File: src/rtl/apb_arb_pkg.sv
// Shared definitions for APB request arbitration: FSM states and slot decode.
// Latency: n/a (types, constants and a combinational helper only).
// Backpressure: n/a.
package apb_arb_pkg;

    typedef enum logic [1:0] {
        IDLE   = 2'd0,
        SETUP  = 2'd1,
        ACCESS = 2'd2,
        DONE   = 2'd3
    } state_e;

    localparam int SLOT_MSB = 27;
    localparam int SLOT_LSB = 24;
    localparam int NSLOTS   = 16;

    // One-hot APB slot select taken from the slot field of an address.
    function automatic logic [NSLOTS-1:0] slot_sel(input logic [31:0] addr);
        logic [NSLOTS-1:0] sel;
        sel = '0;
        sel[addr[SLOT_MSB:SLOT_LSB]] = 1'b1;
        return sel;
    endfunction

endpackage

File: src/rtl/apb_req_arbiter_if.sv
// Request-port and APB bundle between the requesters, the arbiter and the slot fabric.
// Latency: n/a (wires only).
// Backpressure: requesters hold REQ until DONE; the APB side stalls through PREADY.
interface apb_req_arbiter_if #(
    parameter int NREQ = 4
);
    import apb_arb_pkg::NSLOTS;

    // requester side
    logic [NREQ-1:0]    REQ;
    logic [NREQ-1:0]    REQ_WRITE;
    logic [NREQ*32-1:0] REQ_ADDR;
    logic [NREQ*32-1:0] REQ_WDATA;
    logic [NREQ-1:0]    DONE;
    logic [31:0]        RSP_RDATA;
    logic               RSP_ERR;
    logic               BUSY;
    logic [2:0]         OWNER;

    // APB side
    logic [31:0]        PADDR;
    logic               PWRITE;
    logic [31:0]        PWDATA;
    logic [NSLOTS-1:0]  PSEL;
    logic               PENABLE;
    logic [31:0]        PRDATA;
    logic               PREADY;
    logic               PSLVERR;

    // arbiter view
    modport master (
        input  REQ, REQ_WRITE, REQ_ADDR, REQ_WDATA,
        output DONE, RSP_RDATA, RSP_ERR, BUSY, OWNER,
        output PADDR, PWRITE, PWDATA, PSEL, PENABLE,
        input  PRDATA, PREADY, PSLVERR
    );

    // environment view: requesters plus APB slave
    modport slave (
        output REQ, REQ_WRITE, REQ_ADDR, REQ_WDATA,
        input  DONE, RSP_RDATA, RSP_ERR, BUSY, OWNER,
        input  PADDR, PWRITE, PWDATA, PSEL, PENABLE,
        output PRDATA, PREADY, PSLVERR
    );

endinterface

File: src/rtl/rr_arbiter.sv
// Combinational one-hot round-robin pick; search starts just above last_i and wraps.
// Latency: zero cycles (pure combinational).
// Backpressure: none; the caller decides when the pick is consumed.
module rr_arbiter #(
    parameter int NREQ = 4
) (
    input  logic [NREQ-1:0] req_i,
    input  logic [2:0]      last_i,
    output logic [NREQ-1:0] gnt_o,
    output logic [2:0]      idx_o,
    output logic            vld_o
);

    // First pass covers indices above last_i, second pass wraps to the rest.
    always_comb begin
        gnt_o = '0;
        idx_o = '0;
        vld_o = 1'b0;
        for (int i = 0; i < NREQ; i++) begin
            if (!vld_o && req_i[i] && (i > int'(last_i))) begin
                gnt_o[i] = 1'b1;
                idx_o    = 3'(i);
                vld_o    = 1'b1;
            end
        end
        for (int i = 0; i < NREQ; i++) begin
            if (!vld_o && req_i[i] && (i <= int'(last_i))) begin
                gnt_o[i] = 1'b1;
                idx_o    = 3'(i);
                vld_o    = 1'b1;
            end
        end
    end

endmodule

File: src/rtl/apb_req_arbiter.sv
// Round-robin arbiter and APB3 sequencer sharing one APB bus among NREQ request ports.
// Latency: grant edge -> SETUP -> ACCESS -> DONE, 4 cycles minimum per transfer.
// Backpressure: PREADY low stretches ACCESS, bounded by TIMEOUT (0 = unbounded).
module apb_req_arbiter
    import apb_arb_pkg::*;
#(
    parameter int NREQ    = 4,
    parameter int TIMEOUT = 255
) (
    input  logic               PCLK,
    input  logic               PRESET,
    apb_req_arbiter_if.master  arb_io
);

    localparam int CNT_W = (TIMEOUT > 0) ? $clog2(TIMEOUT + 1) : 1;

    state_e           state_q, state_d;
    logic [2:0]       owner_q, owner_d;
    logic [31:0]      addr_q,  addr_d;
    logic [31:0]      wdata_q, wdata_d;
    logic             write_q, write_d;
    logic [CNT_W-1:0] cnt_q,   cnt_d;
    logic [31:0]      rdata_q, rdata_d;
    logic             err_q,   err_d;

    logic [NREQ-1:0]  arb_gnt;
    logic [2:0]       arb_idx;
    logic             arb_vld;

    rr_arbiter #(.NREQ(NREQ)) u_rr (
        .req_i  (arb_io.REQ),
        .last_i (owner_q),
        .gnt_o  (arb_gnt),
        .idx_o  (arb_idx),
        .vld_o  (arb_vld)
    );

    // Next-state: grant latch in IDLE, wait/timeout handling in ACCESS.
    always_comb begin
        state_d = state_q;
        owner_d = owner_q;
        addr_d  = addr_q;
        wdata_d = wdata_q;
        write_d = write_q;
        cnt_d   = cnt_q;
        rdata_d = rdata_q;
        err_d   = err_q;
        case (state_q)
            IDLE: begin
                if (arb_vld) begin
                    owner_d = arb_idx;
                    for (int i = 0; i < NREQ; i++) begin
                        if (arb_gnt[i]) begin
                            addr_d  = arb_io.REQ_ADDR[32*i +: 32];
                            wdata_d = arb_io.REQ_WDATA[32*i +: 32];
                            write_d = arb_io.REQ_WRITE[i];
                        end
                    end
                    cnt_d   = '0;
                    state_d = SETUP;
                end
            end
            SETUP: begin
                state_d = ACCESS;
            end
            ACCESS: begin
                if (arb_io.PREADY) begin
                    // write responses never carry read data
                    rdata_d = write_q ? 32'h0 : arb_io.PRDATA;
                    err_d   = arb_io.PSLVERR;
                    state_d = DONE;
                end else if ((TIMEOUT > 0) && (cnt_q == CNT_W'(TIMEOUT - 1))) begin
                    // this is the TIMEOUT-th stalled ACCESS cycle: force completion
                    rdata_d = 32'h0;
                    err_d   = 1'b1;
                    state_d = DONE;
                end else begin
                    cnt_d = cnt_q + CNT_W'(1);
                end
            end
            DONE: begin
                // REQ deliberately ignored here so the owner can drop or re-arm
                state_d = IDLE;
            end
            default: begin
                state_d = IDLE;
            end
        endcase
    end

    // State registers; reset aborts any transfer and rearms requester 0 as first winner.
    always_ff @(posedge PCLK) begin
        if (PRESET) begin
            state_q <= IDLE;
            owner_q <= 3'(NREQ - 1);
            addr_q  <= '0;
            wdata_q <= '0;
            write_q <= 1'b0;
            cnt_q   <= '0;
            rdata_q <= '0;
            err_q   <= 1'b0;
        end else begin
            state_q <= state_d;
            owner_q <= owner_d;
            addr_q  <= addr_d;
            wdata_q <= wdata_d;
            write_q <= write_d;
            cnt_q   <= cnt_d;
            rdata_q <= rdata_d;
            err_q   <= err_d;
        end
    end

    // Completion pulse goes only to the current owner.
    always_comb begin
        arb_io.DONE = '0;
        for (int i = 0; i < NREQ; i++) begin
            arb_io.DONE[i] = (state_q == DONE) && (owner_q == 3'(i));
        end
    end

    // PSEL/PENABLE qualify the bus; address and data simply hold between transfers.
    assign arb_io.PSEL      = ((state_q == SETUP) || (state_q == ACCESS)) ? slot_sel(addr_q) : '0;
    assign arb_io.PENABLE   = (state_q == ACCESS);
    assign arb_io.PADDR     = addr_q;
    assign arb_io.PWDATA    = wdata_q;
    assign arb_io.PWRITE    = write_q;
    assign arb_io.BUSY      = (state_q != IDLE);
    assign arb_io.OWNER     = owner_q;
    assign arb_io.RSP_RDATA = rdata_q;
    assign arb_io.RSP_ERR   = err_q;

endmodule

File: src/flat_wrapper.sv
// flat-port wrapper written by rule: the top's interface ports become plain ports
module apb_req_arbiter_flat import apb_arb_pkg::*;
#(
    parameter int NREQ    = 4,
    parameter int TIMEOUT = 255
)
  (PCLK, PRESET, arb_io_REQ, arb_io_REQ_WRITE, arb_io_REQ_ADDR, arb_io_REQ_WDATA, arb_io_DONE, arb_io_RSP_RDATA, arb_io_RSP_ERR, arb_io_BUSY, arb_io_OWNER, arb_io_PADDR, arb_io_PWRITE, arb_io_PWDATA, arb_io_PSEL, arb_io_PENABLE, arb_io_PRDATA, arb_io_PREADY, arb_io_PSLVERR);
  apb_req_arbiter_if #(.NREQ(NREQ)) arb_io_i ();
  input  logic PCLK;
  input  logic PRESET;
  input wire logic [$bits(arb_io_i.REQ)-1:0] arb_io_REQ;
  input wire logic [$bits(arb_io_i.REQ_WRITE)-1:0] arb_io_REQ_WRITE;
  input wire logic [$bits(arb_io_i.REQ_ADDR)-1:0] arb_io_REQ_ADDR;
  input wire logic [$bits(arb_io_i.REQ_WDATA)-1:0] arb_io_REQ_WDATA;
  output wire logic [$bits(arb_io_i.DONE)-1:0] arb_io_DONE;
  output wire logic [$bits(arb_io_i.RSP_RDATA)-1:0] arb_io_RSP_RDATA;
  output wire logic [$bits(arb_io_i.RSP_ERR)-1:0] arb_io_RSP_ERR;
  output wire logic [$bits(arb_io_i.BUSY)-1:0] arb_io_BUSY;
  output wire logic [$bits(arb_io_i.OWNER)-1:0] arb_io_OWNER;
  output wire logic [$bits(arb_io_i.PADDR)-1:0] arb_io_PADDR;
  output wire logic [$bits(arb_io_i.PWRITE)-1:0] arb_io_PWRITE;
  output wire logic [$bits(arb_io_i.PWDATA)-1:0] arb_io_PWDATA;
  output wire logic [$bits(arb_io_i.PSEL)-1:0] arb_io_PSEL;
  output wire logic [$bits(arb_io_i.PENABLE)-1:0] arb_io_PENABLE;
  input wire logic [$bits(arb_io_i.PRDATA)-1:0] arb_io_PRDATA;
  input wire logic [$bits(arb_io_i.PREADY)-1:0] arb_io_PREADY;
  input wire logic [$bits(arb_io_i.PSLVERR)-1:0] arb_io_PSLVERR;
  assign arb_io_i.REQ = arb_io_REQ;
  assign arb_io_i.REQ_WRITE = arb_io_REQ_WRITE;
  assign arb_io_i.REQ_ADDR = arb_io_REQ_ADDR;
  assign arb_io_i.REQ_WDATA = arb_io_REQ_WDATA;
  assign arb_io_DONE = arb_io_i.DONE;
  assign arb_io_RSP_RDATA = arb_io_i.RSP_RDATA;
  assign arb_io_RSP_ERR = arb_io_i.RSP_ERR;
  assign arb_io_BUSY = arb_io_i.BUSY;
  assign arb_io_OWNER = arb_io_i.OWNER;
  assign arb_io_PADDR = arb_io_i.PADDR;
  assign arb_io_PWRITE = arb_io_i.PWRITE;
  assign arb_io_PWDATA = arb_io_i.PWDATA;
  assign arb_io_PSEL = arb_io_i.PSEL;
  assign arb_io_PENABLE = arb_io_i.PENABLE;
  assign arb_io_i.PRDATA = arb_io_PRDATA;
  assign arb_io_i.PREADY = arb_io_PREADY;
  assign arb_io_i.PSLVERR = arb_io_PSLVERR;
  apb_req_arbiter #(.NREQ(NREQ), .TIMEOUT(TIMEOUT)) u_core (.PCLK(PCLK), .PRESET(PRESET), .arb_io(arb_io_i));
endmodule
File: config.mk
export PLATFORM = sky130hd
export DESIGN_NAME = apb_req_arbiter_flat
export DESIGN_NICKNAME = d
export VERILOG_FILES = /design/src/rtl/apb_arb_pkg.sv /design/src/rtl/apb_req_arbiter_if.sv /design/src/rtl/rr_arbiter.sv /design/src/rtl/apb_req_arbiter.sv /design/src/flat_wrapper.sv
export SDC_FILE = /design/constraint.sdc
export NUM_CORES = 1
export LEC_CHECK = 0
export ABC_AREA = 1
export CAP_MARGIN = 10
export CORE_AREA = 5 5 159 161
export CTS_CLUSTER_SIZE = 30
export DETAILED_ROUTE_END_ITERATION = 8
export DIE_AREA = 0 0 164 166
export GPL_ROUTABILITY_DRIVEN = 0
export PLACE_DENSITY_LB_ADDON = 0.08
export SYNTH_ARGS = -nofsm -noshare
export SYNTH_HDL_FRONTEND = slang
export SYNTH_SLANG_ARGS = --single-unit
File: constraint.sdc
create_clock -name PCLK -period 2 [get_ports PCLK]
set_clock_uncertainty 0.15 [all_clocks]
set_input_delay 0.4 -clock PCLK [delete_from_list [all_inputs] [get_ports PCLK]]
set_output_delay 0.4 -clock PCLK [all_outputs]
set_load 0.005 [all_outputs]
* Word-level counts from Yosys, hierarchy flattened
Cells that the tools add are included.
** Word-level totals
- Output and inout port bits :: 123
- Register bits after elaboration :: 111
- Bits of input ports :: 300
- Word-level logic and storage cells :: 111
** Operators by class
- $lt $le $gt $ge :: 8
- Muxes and demuxes :: 48
- Equality and inequality tests :: 11
- Add/subtract/negate cells :: 1
- Reductions and logical operators :: 35
** Operators by type and width (count)
- $mux W32 :: 11
- $mux W8 :: 3
- $mux W1 :: 21
- $mux W3 :: 6
- $logic_and A1 B1 Y1 :: 17
- $mux W16 :: 1
- $pmux W8 S2 :: 1
- $add A8 B1 Y8 const B :: 1
- $eq A8 B8 Y1 const B :: 1
- $pmux W2 S4 :: 1
- $eq A3 B2 Y1 const B :: 2
- $gt A2 B3 Y1 const A :: 2
- $le A2 B3 Y1 const A :: 2
- $logic_not A1 Y1 :: 6
- $mux W2 :: 3
- $reduce_and A2 Y1 :: 3
- $reduce_bool A2 Y1 :: 3
- $lt A4 B5 Y1 const B :: 1
- $demux W1 S4 :: 1
- $eq A2 B2 Y1 const B :: 2
- $ge A4 B1 Y1 const B :: 1
- $ne A2 B2 Y1 const B :: 2
- $reduce_and A4 Y1 :: 1
- $reduce_bool A4 Y1 :: 1
- other kinds (10) :: 10

* Longest topological paths before layout
Gate-level depths: netlist of the first run.
- Depth in word-level cells :: 28
- Mapped depth :: 13

* Hierarchy
From an unflattened synthesis of the first run, not the netlist that was laid out.
** Second synthesis, totals
- Cell total of the unflattened synthesis :: 1088
- Area, all modules :: 7000.5 µm²
** By module, submodules not included
- apb_req_arbiter :: times used 1, cells an instance 1059, area an instance 6829.0 µm²
- rr_arbiter :: times used 1, cells an instance 29, area an instance 171.4 µm²

* Worst setup path before layout of the first run
OpenSTA, ideal clock, no wires.
- Path type :: register -> register
- Start point :: register u_core.state_q[0]
- End point :: register u_core.cnt_q[4]
- Arrival :: 1.630 ns
- Cell stages (with the launch flop) :: 11
- Buffers on the path :: 1
- Clock period less this slack :: 1.895 ns
- Slack :: 0.105 ns
- Setup time :: 0.115 ns
- Cells stage by stage :: dfxtp_1 inv_1 ha_1 clkbuf_1 inv_1 o21ai_1 nor2_1 nand2_1 inv_1 o21ai_1 nor2_1
** Between the ends
- Longest elaborated chain between the ends :: 3
- Elaborated cells between the ends (all ways) :: 8
** RTL lines
- from (decl) :: RTL line apb_req_arbiter.sv:17 : state_e state_q, state_d;
- from (signal assigned) :: RTL line apb_req_arbiter.sv:103 : state_q <= state_d;
- $eq A2 B2 Y1 *
- via arb_io_PENABLE :: RTL line flat_wrapper.sv:24 : output wire logic [$bits(arb_io_i.PENABLE)-1:0] arb_io_PENABLE;
- $ne A2 B2 Y1 (no source line) or $reduce_bool A2 Y1 (tied branches)
- $reduce_and A4 Y1 (no source line)
- to (signal assigned) :: RTL line apb_req_arbiter.sv:108 : cnt_q <= cnt_d;
- to (decl) :: RTL line apb_req_arbiter.sv:22 : logic [CNT_W-1:0] cnt_q, cnt_d;
The timed path passes the listed nets; every way through them passes the cells marked *.
A chain may end at the register's enable or synchronous reset.

* Worst setup path in the final report of the first run
- Start point :: register u_core.state_q[1]
- End point :: output arb_io_PSEL[8]
** Between the ends
- Longest elaborated chain between the ends :: 3
- Elaborated cells between the ends (all ways) :: 4
** RTL lines
- $eq A2 B1 Y1 or $eq A2 B2 Y1 (tied branches) :: RTL line apb_req_arbiter.sv:123 : assign arb_io.PSEL = ((state_q == SETUP) || (state_q == ACCESS)) ? slot_sel(addr_q) : '0;
- $logic_or A1 B1 Y1 * :: RTL line apb_req_arbiter.sv:123
- $mux W16 * :: RTL line apb_req_arbiter.sv:123
- to (decl) :: RTL line flat_wrapper.sv:23 : output wire logic [$bits(arb_io_i.PSEL)-1:0] arb_io_PSEL;
Mark *: on every way between the ends. The rest lies on a longest branch, timed or not.

==> results of run 1 <==
## cells by family after synthesis
family / count (synthesis) / share of synthesized area
compound gates: 252 / 0.177
flops: 110 / 0.306
fa+ha+maj: 5 / 0.00868
other cells: 1 / 0.000521
simple gates: 680 / 0.362
buf+inv: 242 / 0.147
## critical path: cells and delay by family (launching register included)
kind,cells,cell delay (ps)
flip-flops,1,350
adder cells (fa/ha/maj),1,290
buffers and inverters,3,290
AND/OR/NAND/NOR,2,230
## worst paths after layout
check,depth (start not counted),start,to,slack (ps)
setup / recovery,6,u_core.state_q[1]$_SDFFE_PP0P_,arb_io_PSEL[8],-70
setup reg to reg,12,u_core.arb_io.OWNER[1]$_SDFFE_PP1P_,u_core.arb_io.PADDR[9]$_SDFFE_PP0P_,-10
hold reg to reg,2,u_core.arb_io.RSP_RDATA[12]$_SDFFE_PP0P_,u_core.arb_io.RSP_RDATA[12]$_SDFFE_PP0P_,310
hold / removal,2,u_core.arb_io.RSP_RDATA[12]$_SDFFE_PP0P_,u_core.arb_io.RSP_RDATA[12]$_SDFFE_PP0P_,310
## per-layer routing
layer	wire length, um	global-route usage
met1	13800	0.248
met2	17600	0.395
met3	2700	0.0635
met4	510	0.0474
met5	24	0
## state kept, by name (all words and copies together) (netlist names)
| name | cells |
|---|---|
| u_core.state_q | 2 |
| u_core.arb_io.OWNER | 2 |
| u_core.arb_io.PWRITE | 1 |
| u_core.cnt_q | 8 |
| u_core.arb_io.PWDATA | 32 |
| u_core.arb_io.RSP_RDATA | 32 |
| u_core.arb_io.PADDR | 32 |
| u_core.arb_io.RSP_ERR | 1 |
## where the power goes
group	internal, mW	total [mW]	leakage [nW]	switching (mW)
clock network	0.880	1.84	0.145	0.959
logic	4.95	10.2	5.19	5.25
registers	3.03	3.59	0.909	0.560
total	8.86	15.6	6.24	6.76
## Yosys cell counts, drive strengths merged
| master | count |
|---|---|
| nand2 | 548 |
| inv | 159 |
| dfxtp | 110 |
| a211oi | 1 |
| buf | 49 |
| conb | 1 |
| nand4 | 5 |
| a21oi | 169 |
| nor3 | 5 |
| nor2 | 111 |
| o221ai | 1 |
| o211ai | 1 |
| clkbuf | 34 |
| ha | 5 |
| nand3 | 11 |
| o21ai | 80 |
## area by class of cell
class | instances | area (um^2) | share of cell area
Inverter | 159 | 607 | 0.0456
Tap cell | 324 | 405 | 0.0305
Timing Repair Buffer | 506 | 5350 | 0.402
Multi-Input combinational cell | 938 | 4430 | 0.333
Clock buffer | 9 | 225 | 0.0169
Antenna cell | 1 | 2.50 | 0.000188
Sequential cell | 110 | 2210 | 0.167
Clock inverter | 7 | 67.6 | 0.00508
## repair_timing
item | CTS | global route
resized for setup | 100 | 128
cloned | 0 | 20
setup endpoints to repair | 53 | 121
pin swaps | 5 | 46
hold buffers | 0 | 0
hold endpoints to repair | 0 | 0
buffers inserted | 5 | 10
==> results.py, run 1 <==
metrics = {
    "synth": {
        "ys_types": 27,
        "ys_ff_latch": 110,
        "synth_fp_nets": 1595,
        "syn_avg_cell_area_um2": 5.58,
        "yosysTopAreaCellShare": 0.306,
        "synth.area.top_cells": "dfxtp_1, nand2_1, a21oi_1",
        "synthesis.area_um2": 7200,
        "ys_warn_count": 0,
        "yosysTopAreaCell": "dfxtp_1",
        "yosysSeqAreaShare": 0.306,
        "postSynthCellCount": 1290,
    },
    "detailed_routing": {
        "ant_nets": 0,
        "post_drt_wl_per_cell_um": 16.9,
        "vias": 9431,
        "drc": 0,
        "drtPass1Iterations": 5,
        "routed_via_density": 4.59,
        "drt_wl_total_um": 34700,
        "drt-initial-drc-count": 554,
    },
    "floorplanning": {
        "die_area_um2": 27200,
        "row_count": 57,
        "fp.dieW_um": 164,
        "initial_utilization": 0.302,
        "ioPinCount": 423,
        "die_y_um": 166,
        "fp.coreArea_um2": 23800,
    },
    "global_routing": {
        "grt-ovfl-total": 0,
        "grt.total_usage": 0.216,
        "grt_max_degree": 47,
        "grt_pass1_wl_um": 46900,
        "grt_pass1_vias": 8598,
        "antenna_found_initial": 3,
    },
    "flow_run": {
        "drv_cap": 0,
    },
    "final_layout": {
        "fin_util": 0.558,
        "area_growth_pct": 84.6,
        "final.fill_count": 2392,
        "finalNetCount": 2029,
        "layout-drive-gt1-share": 0.138,
        "final_common_cell": "nand2_1",
        "layoutNonFillerInstCount": 2054,
        "layout_common_cells": "nand2_1, clkdlybuf4s50_1, inv_1",
        "design_area_um2": 13300,
    },
    "cts": {
        "clockBufferDepth": 2,
        "clock-root-buffer": "clkbuf_16",
        "cts_tree": "done",
        "clock_sinks": 110,
        "cts.htree.levels": 3,
        "cts.clk_slew.worst_paths_ps": 80,
        "insertion_delay_ps": 360,
        "numCtsBuffers": 9,
    },
    "pwr": {
        "power_density_nw_per_um2": 1170,
        "finalPower_mw": 15.6,
        "ir_worst_vdd_mv": 0.663,
        "p_leak_nw": 6.24,
    },
    "worst_hold_path": {
        "min_path_type": "reg -> reg",
    },
    "outcome": {
        "run_status": "finished, violations left",
        "violations": "setup timing",
    },
    "sta": {
        "min_period_over_period": 1.04,
        "worst_hold_slack_ps": 312,
        "period_minus_slack_ps": 2070,
        "drv_slew": 0,
        "setup_tns_ps": -842,
        "setup_ws_ps": -70.1,
        "setup-violations-final": 17,
        "fmax_mhz": 483,
        "rsz0062_at_grt": "yes",
        "hold_viol_final": 0,
    },
    "placed_design": {
        "dp_cells": 2002,
        "place_ws_ps": -321,
        "dpl.hpwl_um": 24000,
        "place_area_um2": 12000,
        "io_buffer_count": 421,
    },
    "critical_path": {
        "cp_max_fo": 5,
        "slowest_stage": "dfxtp_2",
        "cp.required_ps": 1450,
        "path_cells": "inv_2 -> ha_4 -> buf_4 -> nand3_4 -> nor2_2 -> buf_2",
        "cp-end-kind": "output port",
        "arrival_ps": 1520,
        "startpoint_type": "flip-flop",
        "cpPeakStageDelay_ps": 350,
        "path_class": "reg -> out",
    },
}
(Power assumes the default switching activity.)
==> run 2: changes to the inputs <==
--- a/config.mk
+++ b/config.mk
@@ -8,11 +8,12 @@
 export ABC_AREA = 1
 export CAP_MARGIN = 10
 export CORE_AREA = 5 5 159 161
+export CTS_CLUSTER_DIAMETER = 100
 export CTS_CLUSTER_SIZE = 30
 export DETAILED_ROUTE_END_ITERATION = 8
 export DIE_AREA = 0 0 164 166
 export GPL_ROUTABILITY_DRIVEN = 0
-export PLACE_DENSITY_LB_ADDON = 0.08
+export PLACE_DENSITY_LB_ADDON = 0.15
 export SYNTH_ARGS = -nofsm -noshare
 export SYNTH_HDL_FRONTEND = slang
 export SYNTH_SLANG_ARGS = --single-unit
==> run 2 against run 1 <==
- the run still ends with setup timing left
- final cell count decreased by 0.24%
- maximum frequency decreased by 2.5%
- critical path depth unchanged
- core utilization is 0.51 points lower
- non-clock buffer count down 5
- register-to-register slack improved by 40 ps
- hold slack got worse by 2.3 ps
- largest power group unchanged
- highest routed layer is now met4
==> results.py, run 2 (synthesized netlist as in run 1, its figures left out) <==
metrics = {
    "outcome": {
        "run_status": "finished, violations left",
        "violations": "setup timing",
    },
    "cts": {
        "cts.clk_slew.worst_paths_ps": 80,
        "holdBufCountCts": 0,
        "clock-root-buffer": "clkbuf_16",
        "clockBufferDepth": 2,
        "cts_tree": "done",
        "clock_sinks": 110,
        "numCtsBuffers": 9,
        "cts.htree.levels": 3,
        "insertion_delay_ps": 350,
    },
    "placed_design": {
        "io_buffer_count": 421,
        "dpl.hpwl_um": 22500,
        "place_ws_ps": -351,
    },
    "critical_path": {
        "path_cells": "inv_2 -> ha_4 -> buf_6 -> nand3_4 -> nor2_4 -> buf_2",
        "cp.required_ps": 1450,
        "path_delay_family": "flip-flops",
        "startpoint_type": "flip-flop",
        "startpoint": "u_core.state_q[0]$_SDFFE_PP0P_",
        "cp-end-kind": "output port",
        "cp_max_fo": 4,
        "slowest_stage": "dfxtp_2",
        "r2r_start": "u_core.arb_io.OWNER[1]$_SDFFE_PP1P_",
        "r2r-end": "u_core.arb_io.PADDR[24]$_SDFFE_PP0P_",
        "ff2ff_setup_slack_ps": 30,
        "path_class": "reg -> out",
        "cpPeakStageDelay_ps": 340,
        "r2r_cells": 10,
        "arrival_ps": 1570,
        "crit_cells": 6,
        "timing.critical_path.buf_inv": 3,
        "crit_path_end": "arb_io_PSEL[0]",
    },
    "final_layout": {
        "final_common_cell": "nand2_1",
        "layout_common_cells": "nand2_1, clkdlybuf4s50_1, a21oi_1",
        "final.fill_count": 2409,
        "area_growth_pct": 82.9,
        "layout-drive-gt1-share": 0.107,
        "finalNetCount": 2025,
    },
    "floorplanning": {
        "row_count": 57,
        "ioPinCount": 423,
        "fp.coreArea_um2": 23800,
        "initial_utilization": 0.302,
        "die_area_um2": 27200,
        "die_y_um": 166,
        "fp.dieW_um": 164,
    },
    "detailed_routing": {
        "ant_nets": 0,
        "vias": 9243,
        "drt-initial-drc-count": 556,
        "drt_wl_total_um": 32400,
        "drc": 0,
        "drtPass1Iterations": 5,
        "routed_via_density": 4.51,
        "post_drt_wl_per_cell_um": 15.8,
    },
    "sta": {
        "hold_viol_final": 0,
        "fmax_mhz": 471,
        "drv_slew": 0,
        "setup_ws_ps": -123,
        "rsz0062_at_grt": "yes",
        "worst_hold_slack_ps": 310,
        "min_period_over_period": 1.06,
        "setup-violations-final": 16,
        "period_minus_slack_ps": 2120,
        "setup_tns_ps": -1350,
    },
    "pwr": {
        "p_seq_frac": 0.235,
        "p_sw_mw": 6.41,
        "sw_frac_of_total": 0.417,
        "power_frac_comb": 0.636,
        "p_leak_nw": 6.24,
        "p_clk_frac": 0.129,
        "power_density_nw_per_um2": 1170,
        "p_int_mw": 8.95,
        "finalPower_mw": 15.4,
        "ir_worst_vdd_mv": 0.506,
    },
    "global_routing": {
        "grt_max_degree": 76,
        "grt.total_usage": 0.204,
        "grt-ovfl-total": 0,
        "grt_pass1_wl_um": 44800,
        "grt_pass1_vias": 8400,
        "antenna_found_initial": 1,
    },
    "worst_hold_path": {
        "hold_path_startpoint": "u_core.arb_io.RSP_RDATA[4]$_SDFFE_PP0P_",
        "min_path_type": "reg -> reg",
    },
    "flow_run": {
        "drv_cap": 0,
    },
}
[run 2: cell count changes in the layout (fill, tap and decap cells not counted), sizes merged]
| cell | change |
|---|---|
| bufinv | +2 |
| buf | -4 |
| dlymetal6s2s | +2 |
| inv | -3 |
| nand2 | +1 |
| clkdlybuf4s50 | -2 |
| clkinv | -3 |
| clkinvlp | +2 |
[run 2: layout make-up]
type / count / area, um^2 / area share
flip-flops and latches: 110 / 2220 / 0.168
clock inverters: 5 / 83.8 / 0.00636
repair buffers: 501 / 5360 / 0.407
multi-input cells: 939 / 4270 / 0.324
clock buffers: 10 / 229 / 0.0174
inverters: 159 / 607 / 0.0461
well taps: 324 / 405 / 0.0308
diodes: 1 / 2.50 / 0.000190
[run 2: repair_timing]
item | CTS | global route
setup buffers | 4 | 18
endpoints found under the setup margin | 24 | 127
pin swaps | 14 | 23
cloned | 0 | 16
resized for setup | 95 | 109
[run 2: power by group through the flow]
| stage | registers [mW] | logic (mW) | clock network (mW) |
|---|---|---|---|
| after floorplan | 3.55 | 4.08 | 0 |
| after global placement | 3.54 | 7.95 | 0 |
| after detailed placement | 3.54 | 8.02 | 0 |
| after CTS | 3.55 | 8.24 | 2.04 |
| after global routing | 3.71 | 10.7 | 2.11 |
| final | 3.61 | 9.76 | 1.98 |
[run 2: worst min path at each step]
stage | end | slack (ps) | cells after the start
floorplan | u_core.arb_io.RSP_RDATA[6]$_SDFFE_PP0P_ | 310 | 2
global placement | u_core.arb_io.RSP_RDATA[19]$_SDFFE_PP0P_ | 300 | 2
detailed placement | u_core.arb_io.RSP_RDATA[6]$_SDFFE_PP0P_ | 300 | 2
CTS | u_core.arb_io.RSP_RDATA[4]$_SDFFE_PP0P_ | 310 | 2
global route | u_core.arb_io.RSP_RDATA[28]$_SDFFE_PP0P_ | 330 | 2
finish | u_core.arb_io.RSP_RDATA[4]$_SDFFE_PP0P_ | 310 | 2
[run 2: tightest hold or removal path, stage by stage, from the launching register on]
cell and delay (ps):
dfxtp_1 310, nand2_1 60, a21oi_1 50
[run 2: stage by stage]
stage	util	cells	cell area, um^2
6_report	0.553	2049	13200
3_3_place_gp	0.502	1995	12000
3_5_place_dp	0.502	1995	12000
2_1_floorplan	-	1290	7200
5_1_grt	0.553	2049	13200
4_1_cts	0.517	2014	12300
[run 2: layer usage]
layer	up-vias	wire length [um]	track usage
li1	4802	-	-
met1	4103	13000	0.230
met2	302	16300	0.375
met3	36	2420	0.0578
met4	0	650	0.0536
met5	-	0	0
